**config.mk**
```make
export PLATFORM = sky130hd
export DESIGN_NAME = lc3_fetch_sequencer
export DESIGN_NICKNAME = d
export VERILOG_FILES = /design/src/rtl/lc3_fetch_sequencer.sv
export SDC_FILE = /design/constraint.sdc
export NUM_CORES = 1
export LEC_CHECK = 0
export CELL_PAD_IN_SITES_DETAIL_PLACEMENT = 0
export CELL_PAD_IN_SITES_GLOBAL_PLACEMENT = 1
export CORE_ASPECT_RATIO = 1.4
export CORE_MARGIN = 3
export CORE_UTILIZATION = 22
export CTS_CLUSTER_DIAMETER = 40
export CTS_CLUSTER_SIZE = 10
export DETAILED_ROUTE_END_ITERATION = 7
export PLACE_DENSITY = 0.89
export SYNTH_ARGS = -nofsm -noshare
export SYNTH_HDL_FRONTEND = slang
export SYNTH_SLANG_ARGS = --single-unit
```
**constraint.sdc**
```tcl
create_clock -name Clk -period 1.6 [get_ports Clk]
set_input_delay 0.24 -clock Clk [delete_from_list [all_inputs] [get_ports Clk]]
set_output_delay 0.24 -clock Clk [all_outputs]
set_load 0.01 [all_outputs]
```
**src/rtl/lc3_fetch_sequencer.sv**
```systemverilog
// ============================================================================
// lc3_fetch_sequencer : LC-3 fetch/decode control FSM. Handles BR, JMP/RET and
//    JSR/JSRR in-house and hands other opcodes to the execute controller.
//    Optional macro LC3_PAUSE_IR_EN adds a single-step pause after IR load.
// Revision: 1.0
// ============================================================================
`default_nettype none

module lc3_fetch_sequencer #(
   parameter int MEM_WAIT = 2
) (
   input  logic        Clk,
   input  logic        Reset,
   input  logic        i_Run,
   input  logic        i_Continue,
   input  logic [15:0] i_IR,
   input  logic [2:0]  i_nzp,
   input  logic        i_exec_done,
   output logic        o_exec_req,
   output logic        o_LD_MAR,
   output logic        o_LD_MDR,
   output logic        o_LD_IR,
   output logic        o_LD_PC,
   output logic        o_LD_REG,
   output logic        o_GatePC,
   output logic        o_GateMDR,
   output logic [1:0]  o_PCMUX,
   output logic        o_ADDR1MUX,
   output logic [1:0]  o_ADDR2MUX,
   output logic        o_DRMUX,
   output logic        o_Mem_OE,
   output logic [3:0]  o_state_dbg
);

   localparam int c_CW = (MEM_WAIT > 1) ? $clog2(MEM_WAIT) : 1;
   localparam logic [c_CW-1:0] c_WAIT_LAST = c_CW'(MEM_WAIT - 1);

   localparam logic [3:0] c_HALTED     = 4'd0;
   localparam logic [3:0] c_FETCH1     = 4'd1;
   localparam logic [3:0] c_FETCH2     = 4'd2;
   localparam logic [3:0] c_FETCH3     = 4'd3;
   localparam logic [3:0] c_DECODE     = 4'd4;
   localparam logic [3:0] c_BR_TAKE    = 4'd5;
   localparam logic [3:0] c_JMP        = 4'd6;
   localparam logic [3:0] c_JSR_LINK   = 4'd7;
   localparam logic [3:0] c_JSR_TARGET = 4'd8;
   localparam logic [3:0] c_EXEC_WAIT  = 4'd9;
   localparam logic [3:0] c_PAUSE      = 4'd10;
`ifdef LC3_PAUSE_IR_EN
   localparam logic [3:0] c_PAUSE_IR   = 4'd11;
`endif

   localparam logic [3:0] c_OP_BR  = 4'b0000;
   localparam logic [3:0] c_OP_JSR = 4'b0100;
   localparam logic [3:0] c_OP_JMP = 4'b1100;
   localparam logic [3:0] c_OP_PSE = 4'b1101;

   logic [3:0]      r_state;
   logic [3:0]      w_state_nxt;
   logic [c_CW-1:0] r_wait;
   logic            r_cont_q;
   logic            w_cont_rise;
   logic            w_ben;
   logic [3:0]      w_after;
   logic            w_unused;

   assign w_cont_rise = i_Continue & ~r_cont_q;
   assign w_ben       = |(i_IR[11:9] & i_nzp);
   // Run is only consulted at instruction boundaries, so dropping it mid-instruction finishes the instruction.
   assign w_after     = i_Run ? c_FETCH1 : c_HALTED;
   assign w_unused    = &{1'b0, i_IR[8:0]};
   assign o_state_dbg = r_state;

   always_ff @(posedge Clk) begin
      if (Reset) begin
         r_state  <= c_HALTED;
         r_wait   <= '0;
         r_cont_q <= 1'b0;
      end else begin
         r_state  <= w_state_nxt;
         r_cont_q <= i_Continue;
         if (r_state == c_FETCH2 && r_wait != c_WAIT_LAST)
            r_wait <= r_wait + c_CW'(1);
         else
            r_wait <= '0;
      end
   end

   always_comb begin
      w_state_nxt = r_state;
      case (r_state)
         c_HALTED:     if (i_Run) w_state_nxt = c_FETCH1;
         c_FETCH1:     w_state_nxt = c_FETCH2;
         c_FETCH2:     if (r_wait == c_WAIT_LAST) w_state_nxt = c_FETCH3;
`ifdef LC3_PAUSE_IR_EN
         c_FETCH3:     w_state_nxt = c_PAUSE_IR;
         c_PAUSE_IR:   if (w_cont_rise) w_state_nxt = c_DECODE;
`else
         c_FETCH3:     w_state_nxt = c_DECODE;
`endif
         c_DECODE: begin
            case (i_IR[15:12])
               c_OP_BR:  w_state_nxt = w_ben ? c_BR_TAKE : w_after;
               c_OP_JMP: w_state_nxt = c_JMP;
               c_OP_JSR: w_state_nxt = c_JSR_LINK;
               c_OP_PSE: w_state_nxt = c_PAUSE;
               default:  w_state_nxt = c_EXEC_WAIT;
            endcase
         end
         c_BR_TAKE:    w_state_nxt = w_after;
         c_JMP:        w_state_nxt = w_after;
         c_JSR_LINK:   w_state_nxt = c_JSR_TARGET;
         c_JSR_TARGET: w_state_nxt = w_after;
         c_EXEC_WAIT:  if (i_exec_done) w_state_nxt = w_after;
         c_PAUSE:      if (w_cont_rise) w_state_nxt = w_after;
         default:      w_state_nxt = c_HALTED;
      endcase
   end

   always_comb begin
      o_exec_req = 1'b0;
      o_LD_MAR   = 1'b0;
      o_LD_MDR   = 1'b0;
      o_LD_IR    = 1'b0;
      o_LD_PC    = 1'b0;
      o_LD_REG   = 1'b0;
      o_GatePC   = 1'b0;
      o_GateMDR  = 1'b0;
      o_PCMUX    = 2'b00;
      o_ADDR1MUX = 1'b0;
      o_ADDR2MUX = 2'b00;
      o_DRMUX    = 1'b0;
      o_Mem_OE   = 1'b0;
      case (r_state)
         c_FETCH1: begin
            o_GatePC = 1'b1;
            o_LD_MAR = 1'b1;
            o_LD_PC  = 1'b1;
         end
         c_FETCH2: begin
            o_Mem_OE = 1'b1;
            o_LD_MDR = (r_wait == c_WAIT_LAST);
         end
         c_FETCH3: begin
            o_GateMDR = 1'b1;
            o_LD_IR   = 1'b1;
         end
         c_BR_TAKE: begin
            o_LD_PC    = 1'b1;
            o_PCMUX    = 2'b10;
            o_ADDR2MUX = 2'b10;
         end
         c_JMP: begin
            o_LD_PC    = 1'b1;
            o_PCMUX    = 2'b10;
            o_ADDR1MUX = 1'b1;
         end
         c_JSR_LINK: begin
            o_GatePC = 1'b1;
            o_LD_REG = 1'b1;
            o_DRMUX  = 1'b1;
         end
         c_JSR_TARGET: begin
            o_LD_PC    = 1'b1;
            o_PCMUX    = 2'b10;
            o_ADDR1MUX = ~i_IR[11];
            o_ADDR2MUX = i_IR[11] ? 2'b11 : 2'b00;
         end
         c_EXEC_WAIT:  o_exec_req = 1'b1;
         default: ;
      endcase
   end

endmodule

`default_nettype wire

```
* Word level (Yosys, flattened, before mapping)
Index checks and enable logic that the tools add are counted.
** Word-level totals
- Output and inout port bits :: 19
- Flip-flop bits (word level) :: 6
- Word-level logic and storage cells :: 56
** Operators by class
- Bitwise gates (word level) :: 6
- Eq/ne operators :: 17
- Mux-type cells :: 20
- Reduce and logical (&&, ||, !) cells :: 9
- Add/subtract/negate cells :: 1
** Operators with widths (count)
- 4-bit case mux with 9 select lines :: 1
- 4-bit by 3-bit equality test with 1-bit output (second input constant) :: 5
- 4-bit equality test (second input constant) :: 5
- 4-bit 2-to-1 mux :: 4
- 4-bit case mux with 4 select lines :: 1
- 1-bit 2-to-1 mux :: 9
- 4-bit by 2-bit equality test with 1-bit output (second input constant) :: 2
- 4-bit zero test :: 2
- 2-bit inequality test (second input constant) :: 4
- 3-bit OR reduction :: 2
- 4-bit by 1-bit equality test with 1-bit output (second input constant) :: 1
- 2-bit 2-to-1 mux :: 2
- 1-bit inverter :: 4
- 2-bit case mux with 2 select lines :: 1
- 4-bit AND reduction :: 1
- 2-bit OR reduction :: 2
- 4-bit OR reduction :: 1
- 3-bit AND :: 1
- 3-bit 2-to-1 mux :: 1
- 1-bit case mux with 2 select lines :: 1
- 1-bit adder (second input constant) :: 1
- 1-bit AND :: 1
- 1-bit logical AND :: 1

* Longest topological paths before layout
Gate-level depths: netlist (run 1).
- Depth after elaboration :: 5
- Gate-level depth with buffers :: 5

* Worst setup path before layout (run 1)
OpenSTA, ideal clock, no wires.
- Path type :: register to output
- Start point :: register r_state[1] (netlist: o_state_dbg[1])
- End point :: output o_LD_IR
- Required time :: 1360 ps
- Setup slack :: 99 ps
- Arrival time :: 1261 ps
- Stages on the path, launching flop included :: 5
- Buffers on the path :: 2
- Cells stage by stage :: dfxtp_1 -> buf_2 -> nand2_1 -> nor3_1 -> buf_4
** Between the ends
- Word-level cells in the longest chain between the ends :: 2
** Ends and longest elaborated chain
- start, declared :: line 58 : logic [3:0] r_state;
- start signal, assigned :: line 76 : r_state <= c_HALTED;
- start signal, assigned :: line 80 : r_state <= w_state_nxt;
- 4-bit by 2-bit equality test with 1-bit output
- 1-bit 2-to-1 mux
- end, declared :: line 22 : output logic o_LD_IR,
No other way between the ends.

* Final worst setup path (run 1)
- Start point :: register r_state[0] (netlist: o_state_dbg[0])
- End point :: output o_PCMUX[1]
** Between the ends
- Word-level cells in the longest chain between the ends :: 3
- Elaborated cells between the ends (all ways) :: 5
- Classes of those cells :: eq/ne: 3; mux: 1; reduce/logical: 1
** Ends and longest elaborated chain
- 4-bit equality test or 4-bit by 3-bit equality test with 1-bit output (tied branches) :: line 134 : case (r_state)
- 3-bit OR reduction (no line) *
- 2-bit 2-to-1 mux * :: line 134
- end, declared :: line 27 : output logic [1:0] o_PCMUX,
Mark *: on every way between the ends. The rest lies on a longest branch, timed or not.

==> summary.log, run 1 <==
INFO  run_status     result_of_the_run=finished clean
INFO  global_route   groute.usage.overall=13.1%
INFO  clock_network  cts.root.buffer_cell=sky130_fd_sc_hd__clkbuf_4
INFO  job            max_cap_check_violation_count=0
INFO  timing         finalCritPeriodShare=98.8%
INFO  clock_network  clkTransAtPathRegs=50ps
INFO  die            effective_utilization_at_floorplan=24.0%
INFO  yosys          synth.distinct_cells=34
INFO  critical_path  timing.critical_path.required=1360ps
INFO  clock_network  cts_hold_buffers=0
INFO  timing         finalCriticalPeriod=1580ps
INFO  final_layout   post_route_cells_drive_above_1_share=34.6%
INFO  final_layout   syn2layout_area_growth=84.1%
INFO  clock_network  cts_sinks=6
INFO  clock_network  tritoncts.num_buffers=3
INFO  routing        wl_per_cell=11.9um
INFO  yosys          synth.top_cells.by_area=sky130_fd_sc_hd__dfxtp_1 (20%), sky130_fd_sc_hd__nand2b_1 (7.4%), sky130_fd_sc_hd__nor2_1 (7.0%)
INFO  final_layout   multi_input_comb_area=445squm
INFO  clock_network  h-tree-depth=1
INFO  critical_path  setup.worst_path.start_class=flop
INFO  yosys          yosysWarningCount=0
INFO  critical_path  crit_path_capture_type=primary output
INFO  global_route   gr-total-overflow=0
INFO  clock_network  clk_path_buf_depth=2
INFO  timing         grt_setup_unrepaired=true
INFO  global_route   grt_start_max_net_pins=10
INFO  global_route   grt_pass1_wl=3.45mm
INFO  final_layout   area.sequential=128squm
INFO  global_route   grt_use_met3=3.09%
INFO  routing        drt_drc_violations_left=0
INFO  power_and_ir_drop cellPowerDensity=1160mW/mm^2
INFO  die            fp.dieArea=0.00336sqmm
INFO  placement      placedInstanceArea=0.00103sqmm
INFO  placement      globalplace.congestion=0.832
INFO  routing        final_wirelength=1.95mm
INFO  die            rows=21
INFO  timing         finClkSkew=10.3ps
INFO  critical_path  critPathMaxFanout=5
INFO  global_route   grt_pass1_vias=790
INFO  timing         hold_viol=0
INFO  yosys          postSynthNetCount=108
INFO  timing         maxClockFrequency=633MHz
INFO  timing         post-route-worst-setup-slack=19.6ps
INFO  yosys          synth_top_area_share=20.3%
INFO  hold_path      hold_class=flop to flop
INFO  final_layout   num_antenna_cells=0
INFO  final_layout   layout.filler_cells=291
INFO  clock_network  cts_tree=built
INFO  critical_path  worst-endpoint-arrival=1340ps
INFO  placement      dpl.hpwl=1.53mm
INFO  clock_network  insertion_delay=250ps
INFO  timing         setup_violations=0
INFO  critical_path  crit_path_cell_trace=nand2b_4 -> a21oi_2 -> a22o_1 -> dlygate4sd2_1
INFO  final_layout   fin_nets=156
INFO  power_and_ir_drop vdd_ir_drop_max=749uV
INFO  routing        dr.first_iter.drc_count=17
INFO  final_layout   post-route-cell-area=0.00109sqmm
INFO  yosys          synth_seq_area_share=20.3%
INFO  die            placeableCoreArea=0.00247sqmm
INFO  routing        first_pass_iters=4
INFO  critical_path  critPathBufInv=1
INFO  global_route   gr-max-usage-layer=met2
INFO  die            die-width=49.8um
INFO  final_layout   layout_commonest_cell=sky130_fd_sc_hd__buf_4
INFO  yosys          synthFlopType=sky130_fd_sc_hd__dfxtp_1
INFO  die            die-height=67.4um
INFO  yosys          cell_area_synth=592squm
INFO  final_layout   layout.cells.most_common_list=sky130_fd_sc_hd__buf_4 (16), sky130_fd_sc_hd__clkdlybuf4s50_1 (14), sky130_fd_sc_hd__nor2_1 (9)
INFO  critical_path  path_class=flop to primary output
INFO  yosys          average_size_of_a_mapped_cell=7.05squm
INFO  global_route   global_route_met1_usage=15.0%
INFO  critical_path  cp_slowest_stage_delay=360ps
INFO  yosys          post-synth-top-area-cell=sky130_fd_sc_hd__dfxtp_1
INFO  yosys          async_flop_share=0%
INFO  global_route   grt_use_met2=23.3%
INFO  timing         slew_violations=0
INFO  global_route   number_of_antenna_violations_at_the_first_check_in_global_routing=0
INFO  yosys          flop_and_latch_count_out_of_synthesis=6
INFO  yosys          synth_edf_count=0
INFO  die            io_pins=43
INFO  placement      portBuffers=32
INFO  critical_path  cp_top_family=flip-flops
INFO  yosys          post_synth_inst_count=84
INFO  final_layout   final_cells=164
INFO  critical_path  cpMaxStageDelayCell=sky130_fd_sc_hd__dfxtp_4
INFO  placement      dpl_worst_slack=-219ps
INFO  placement      placed_cells_incl_taps=160
INFO  power_and_ir_drop cellLeakagePower=0.000539uW
INFO  routing        via_count=767
INFO  routing        route.detailed.vias_per_inst=4.68
INFO  routing        antenna_left=0
==> Yosys cell counts (3+ instances only) <==
library cell / count
sky130_fd_sc_hd__inv_1: 4
sky130_fd_sc_hd__buf_4: 3
sky130_fd_sc_hd__o21ai_0: 5
sky130_fd_sc_hd__a21oi_1: 7
sky130_fd_sc_hd__nand2b_1: 7
sky130_fd_sc_hd__dfxtp_1: 6
sky130_fd_sc_hd__nor2_1: 11
sky130_fd_sc_hd__nor2b_1: 5
sky130_fd_sc_hd__nand2_1: 3
sky130_fd_sc_hd__nor3_1: 4
==> logic make-up (layout without fill, tap and decap cells) <==
group / Yosys count / after routing / share of synthesized area (%)
and+or+nand+nor: 43 / 43 / 41.4
AOI/OAI and AO/OA: 23 / 23 / 25.8
buffers and inverters: 11 / 57 / 11.8
DFF: 6 / 6 / 20.3
other: 1 / 1 / 0.634
==> area by class of cell <==
class / count / share of cell area, %
Tap cell: 34 / 3.90
Timing Repair Buffer: 50 / 40.1
Clock buffer: 3 / 2.07
Multi-Input combinational cell: 67 / 40.9
Sequential cell: 6 / 11.7
Inverter: 4 / 1.38
==> per-stage QoR <==
step	setup TNS (ps)	util, %	total power (uW)	hold WS (ps)
after floorplan	0	-	674	305
after global placement	-1640	41.6	1080	417
after detailed placement	-1680	41.6	1090	455
after CTS	0	44.0	1270	463
after global routing	-243	44.1	1390	500
final	0	44.1	1270	454
==> power breakdown <==
group          leakage, uW  internal, uW  switching [uW]
clock network    0.0000138          85.1            58.3
registers        0.0000512           197            50.6
logic             0.000474           484             394
total             0.000539           766             503
==> registers in the layout, summed over array words and instances (netlist names) <==
name	cells
r_wait	1
r_cont_q	1
o_state_dbg	4
==> per-layer routing <==
layer	routed length (um)	share of wire, %
met1	789	41
met2	1010	52
met3	121	6.2
met4	28	1.4
met5	0	0
==> worst paths after layout <==
check | end | depth (start not counted) | start | slack, ps
worst min register to register | r_wait | 1 | r_wait | 450
worst min-delay path | r_wait | 1 | r_wait | 450
worst max register to register | o_state_dbg[0] | 6 | o_state_dbg[1] | 140
worst max-delay path | o_PCMUX[1] | 4 | o_state_dbg[0] | 20
==> what timing repair did <==
action / 4_1_cts / 5_1_grt
gates resized for setup: 44 / 12
setup buffers: 1 / 0
setup endpoints to repair: 16 / 14
endpoints found under the hold margin: 0 / 0
pin swaps: 0 / 4
Note: power is estimated with default switching activity, not from simulation.
==> inputs of run 2 (changes only) <==
--- a/config.mk
+++ b/config.mk
@@ -7,12 +7,12 @@
 export LEC_CHECK = 0
 export CELL_PAD_IN_SITES_DETAIL_PLACEMENT = 0
 export CELL_PAD_IN_SITES_GLOBAL_PLACEMENT = 1
-export CORE_ASPECT_RATIO = 1.4
 export CORE_MARGIN = 3
 export CORE_UTILIZATION = 22
 export CTS_CLUSTER_DIAMETER = 40
 export CTS_CLUSTER_SIZE = 10
 export DETAILED_ROUTE_END_ITERATION = 7
+export GPL_ROUTABILITY_DRIVEN = 0
 export PLACE_DENSITY = 0.89
 export SYNTH_ARGS = -nofsm -noshare
 export SYNTH_HDL_FRONTEND = slang
==> run 2 against run 1 <==
Die area down 0.27%. Clock power down 6%. Sequential share of layout area down 0.064 points.
==> summary.log, run 2 (same netlist as run 1, synthesis figures left out) <==
INFO  run_status     result_of_the_run=finished clean [unchanged]
INFO  power_and_ir_drop cellLeakagePower=0.000552uW [was 0.000539 uW]
INFO  global_route   gr-total-overflow=0 [unchanged]
INFO  die            fp.dieArea=0.00335sqmm [was 0.00336 sq mm]
INFO  final_layout   layout.cells.most_common_list=sky130_fd_sc_hd__buf_4 (22), sky130_fd_sc_hd__clkdlybuf4s50_1 (16), sky130_fd_sc_hd__nor2_1 (9) [was sky130_fd_sc_hd__buf_4 (16), sky130_fd_sc_hd__clkdlybuf4s50_1 (14), sky130_fd_sc_hd__nor2_1 (9)]
INFO  critical_path  path_class=flop to primary output [unchanged]
INFO  timing         slew_violations=0 [unchanged]
INFO  routing        via_count=792 [was 767]
INFO  timing         finalCriticalPeriod=1600ps [was 1580 ps]
INFO  clock_network  clk_path_buf_depth=2 [unchanged]
INFO  placement      portBuffers=32 [unchanged]
INFO  die            placeableCoreArea=0.00252sqmm [was 0.00247 sq mm]
INFO  timing         finClkSkew=2.97ps [was 10.3 ps]
INFO  hold_path      hold_class=flop to flop [unchanged]
INFO  global_route   grt_start_max_net_pins=11 [was 10]
INFO  critical_path  crit_path_capture_type=primary output [unchanged]
INFO  clock_network  tritoncts.num_buffers=3 [unchanged]
INFO  critical_path  cp_slowest_stage_delay=360ps [about the same]
INFO  final_layout   num_antenna_cells=0 [unchanged]
INFO  critical_path  cpMaxStageDelayCell=sky130_fd_sc_hd__dfxtp_4 [unchanged]
INFO  clock_network  insertion_delay=240ps [was 250 ps]
INFO  timing         hold_viol=0 [unchanged]
INFO  routing        first_pass_iters=4 [unchanged]
INFO  placement      placed_cells_incl_taps=160 [unchanged]
INFO  routing        antenna_left=0 [unchanged]
INFO  routing        dr.first_iter.drc_count=13 [was 17]
INFO  global_route   groute.usage.overall=12.4% [was 13.1%]
INFO  die            rows=18 [was 21]
INFO  final_layout   post_route_cells_drive_above_1_share=40.4% [was 34.6%]
INFO  critical_path  critPathBufInv=1 [unchanged]
INFO  final_layout   syn2layout_area_growth=88.8% [was 84.1%]
INFO  routing        wl_per_cell=11.8um [was 11.9 um]
INFO  clock_network  cts_sinks=6 [unchanged]
INFO  placement      dpl.hpwl=1.56mm [was 1.53 mm]
INFO  final_layout   fin_nets=162 [was 156]
INFO  clock_network  h-tree-depth=1 [unchanged]
INFO  critical_path  timing.critical_path.required=1360ps [about the same]
INFO  critical_path  crit_path_cell_trace=nand2b_4 -> or3_4 -> o21ai_1 -> buf_2 [was nand2b_4 -> a21oi_2 -> a22o_1 -> dlygate4sd2_1]
INFO  final_layout   layout.filler_cells=275 [was 291]
INFO  clock_network  clkTransAtPathRegs=40ps [was 50 ps]
INFO  die            die-width=57.9um [was 49.8 um]
INFO  routing        drt_drc_violations_left=0 [unchanged]
INFO  routing        final_wirelength=1.97mm [was 1.95 mm]
INFO  critical_path  worst-endpoint-arrival=1360ps [was 1340 ps]
INFO  job            max_cap_check_violation_count=0 [unchanged]
INFO  final_layout   final_cells=166 [was 164]
INFO  clock_network  cts.root.buffer_cell=sky130_fd_sc_hd__clkbuf_4 [unchanged]
INFO  timing         grt_setup_unrepaired=true [unchanged]
INFO  timing         maxClockFrequency=626MHz [was 633 MHz]
INFO  final_layout   layout_commonest_cell=sky130_fd_sc_hd__buf_4 [unchanged]
INFO  global_route   number_of_antenna_violations_at_the_first_check_in_global_routing=0 [unchanged]
INFO  final_layout   number_of_flip_flops_in_the_largest_register=4 [unchanged]
INFO  critical_path  critPathMaxFanout=5 [unchanged]
INFO  power_and_ir_drop vdd_ir_drop_max=733uV [was 749 uV]
INFO  critical_path  cp_top_family=simple AND/OR/NAND/NOR gates [was flip-flops]
INFO  clock_network  cts_tree=built [unchanged]
INFO  timing         setup_violations=0 [unchanged]
INFO  routing        route.detailed.vias_per_inst=4.77 [was 4.68]
INFO  global_route   grt_pass1_wl=3.32mm [was 3.45 mm]
INFO  die            io_pins=43 [unchanged]
INFO  timing         fin_hold_ws=439ps [was 454 ps]
INFO  clock_network  cts_hold_buffers=0 [unchanged]
INFO  die            die-height=57.9um [was 67.4 um]
INFO  critical_path  setup.worst_path.start_class=flop [unchanged]
INFO  die            effective_utilization_at_floorplan=23.5% [was 24.0%]
INFO  timing         finalCritPeriodShare=99.9% [was 98.8%]
INFO  power_and_ir_drop cellPowerDensity=1210mW/mm^2 [was 1160 mW/mm^2]
INFO  global_route   grt_pass1_vias=748 [was 790]
run 2: layout make-up:
cell class	count	area [sq um]	share of cell area, %
Timing Repair Buffer	56	454	40.6
Clock buffer	3	22.5	2.02
Sequential cell	6	130	11.6
Multi-Input combinational cell	67	458	41.0
Tap cell	30	37.5	3.36
Inverter	4	15.0	1.34
run 2: final timing paths:
kind                       start              to  slack, ps  cells after the start
setup / recovery  o_state_dbg[1]        o_GatePC          2                      4
setup reg to reg  o_state_dbg[0]  o_state_dbg[0]         90                      6
hold / removal            r_wait          r_wait        440                      1
hold reg to reg           r_wait          r_wait        440                      1
run 2: what timing repair did:
action	4_1_cts	5_1_grt
setup endpoints to repair	15	15
pin swaps	1	6
gates resized for setup	44	22
buffers inserted	0	3
run 2: worst reg2reg max path, stage by stage (launching register included):
cell and delay [ps]:
sky130_fd_sc_hd__dfxtp_4 360, sky130_fd_sc_hd__buf_6 130, sky130_fd_sc_hd__buf_4 140, sky130_fd_sc_hd__or2_1 270
sky130_fd_sc_hd__nor2_2 180, sky130_fd_sc_hd__a32oi_2 120, sky130_fd_sc_hd__a211oi_2 230
run 2: power breakdown:
group / total (uW) / internal [uW] / switching, uW
Combinational: 957 / 544 / 413
Sequential: 260 / 203 / 57.0
Clock: 134 / 84.5 / 49.5
run 2: layer usage:
layer | global-route usage (%) | wire length, um | up-vias
li1 | - | - | 401
met1 | 14.7 | 808 | 358
met2 | 21.3 | 957 | 33
met3 | 4.90 | 199 | 0
met4 | 1.99 | 0 | 0
met5 | 0 | 0 | -
run 2: stage by stage:
| stage | util [%] | instance area (sq um) | TNS, ps | total power, uW | worst slack (ps) |
|---|---|---|---|---|---|
| after floorplan | - | 592 | 0 | 674 | 99.5 |
| after global placement | 41.7 | 1050 | -1710 | 1110 | -206 |
| after detailed placement | 41.7 | 1050 | -1900 | 1120 | -239 |
| after CTS | 43.3 | 1090 | -113 | 1300 | -109 |
| after global routing | 44.3 | 1120 | -174 | 1460 | -54.5 |
| final | 44.3 | 1120 | 0 | 1350 | 1.95 |
==> inputs of run 3 (changes only) <==
--- a/config.mk
+++ b/config.mk
@@ -14,6 +14,7 @@
 export DETAILED_ROUTE_END_ITERATION = 7
 export GPL_ROUTABILITY_DRIVEN = 0
 export PLACE_DENSITY = 0.89
+export SLEW_MARGIN = 10
 export SYNTH_ARGS = -nofsm -noshare
 export SYNTH_HDL_FRONTEND = slang
 export SYNTH_SLANG_ARGS = --single-unit
==> results of run 3 <==
The final DEF is identical to that of run 2; final timing and power are the same.
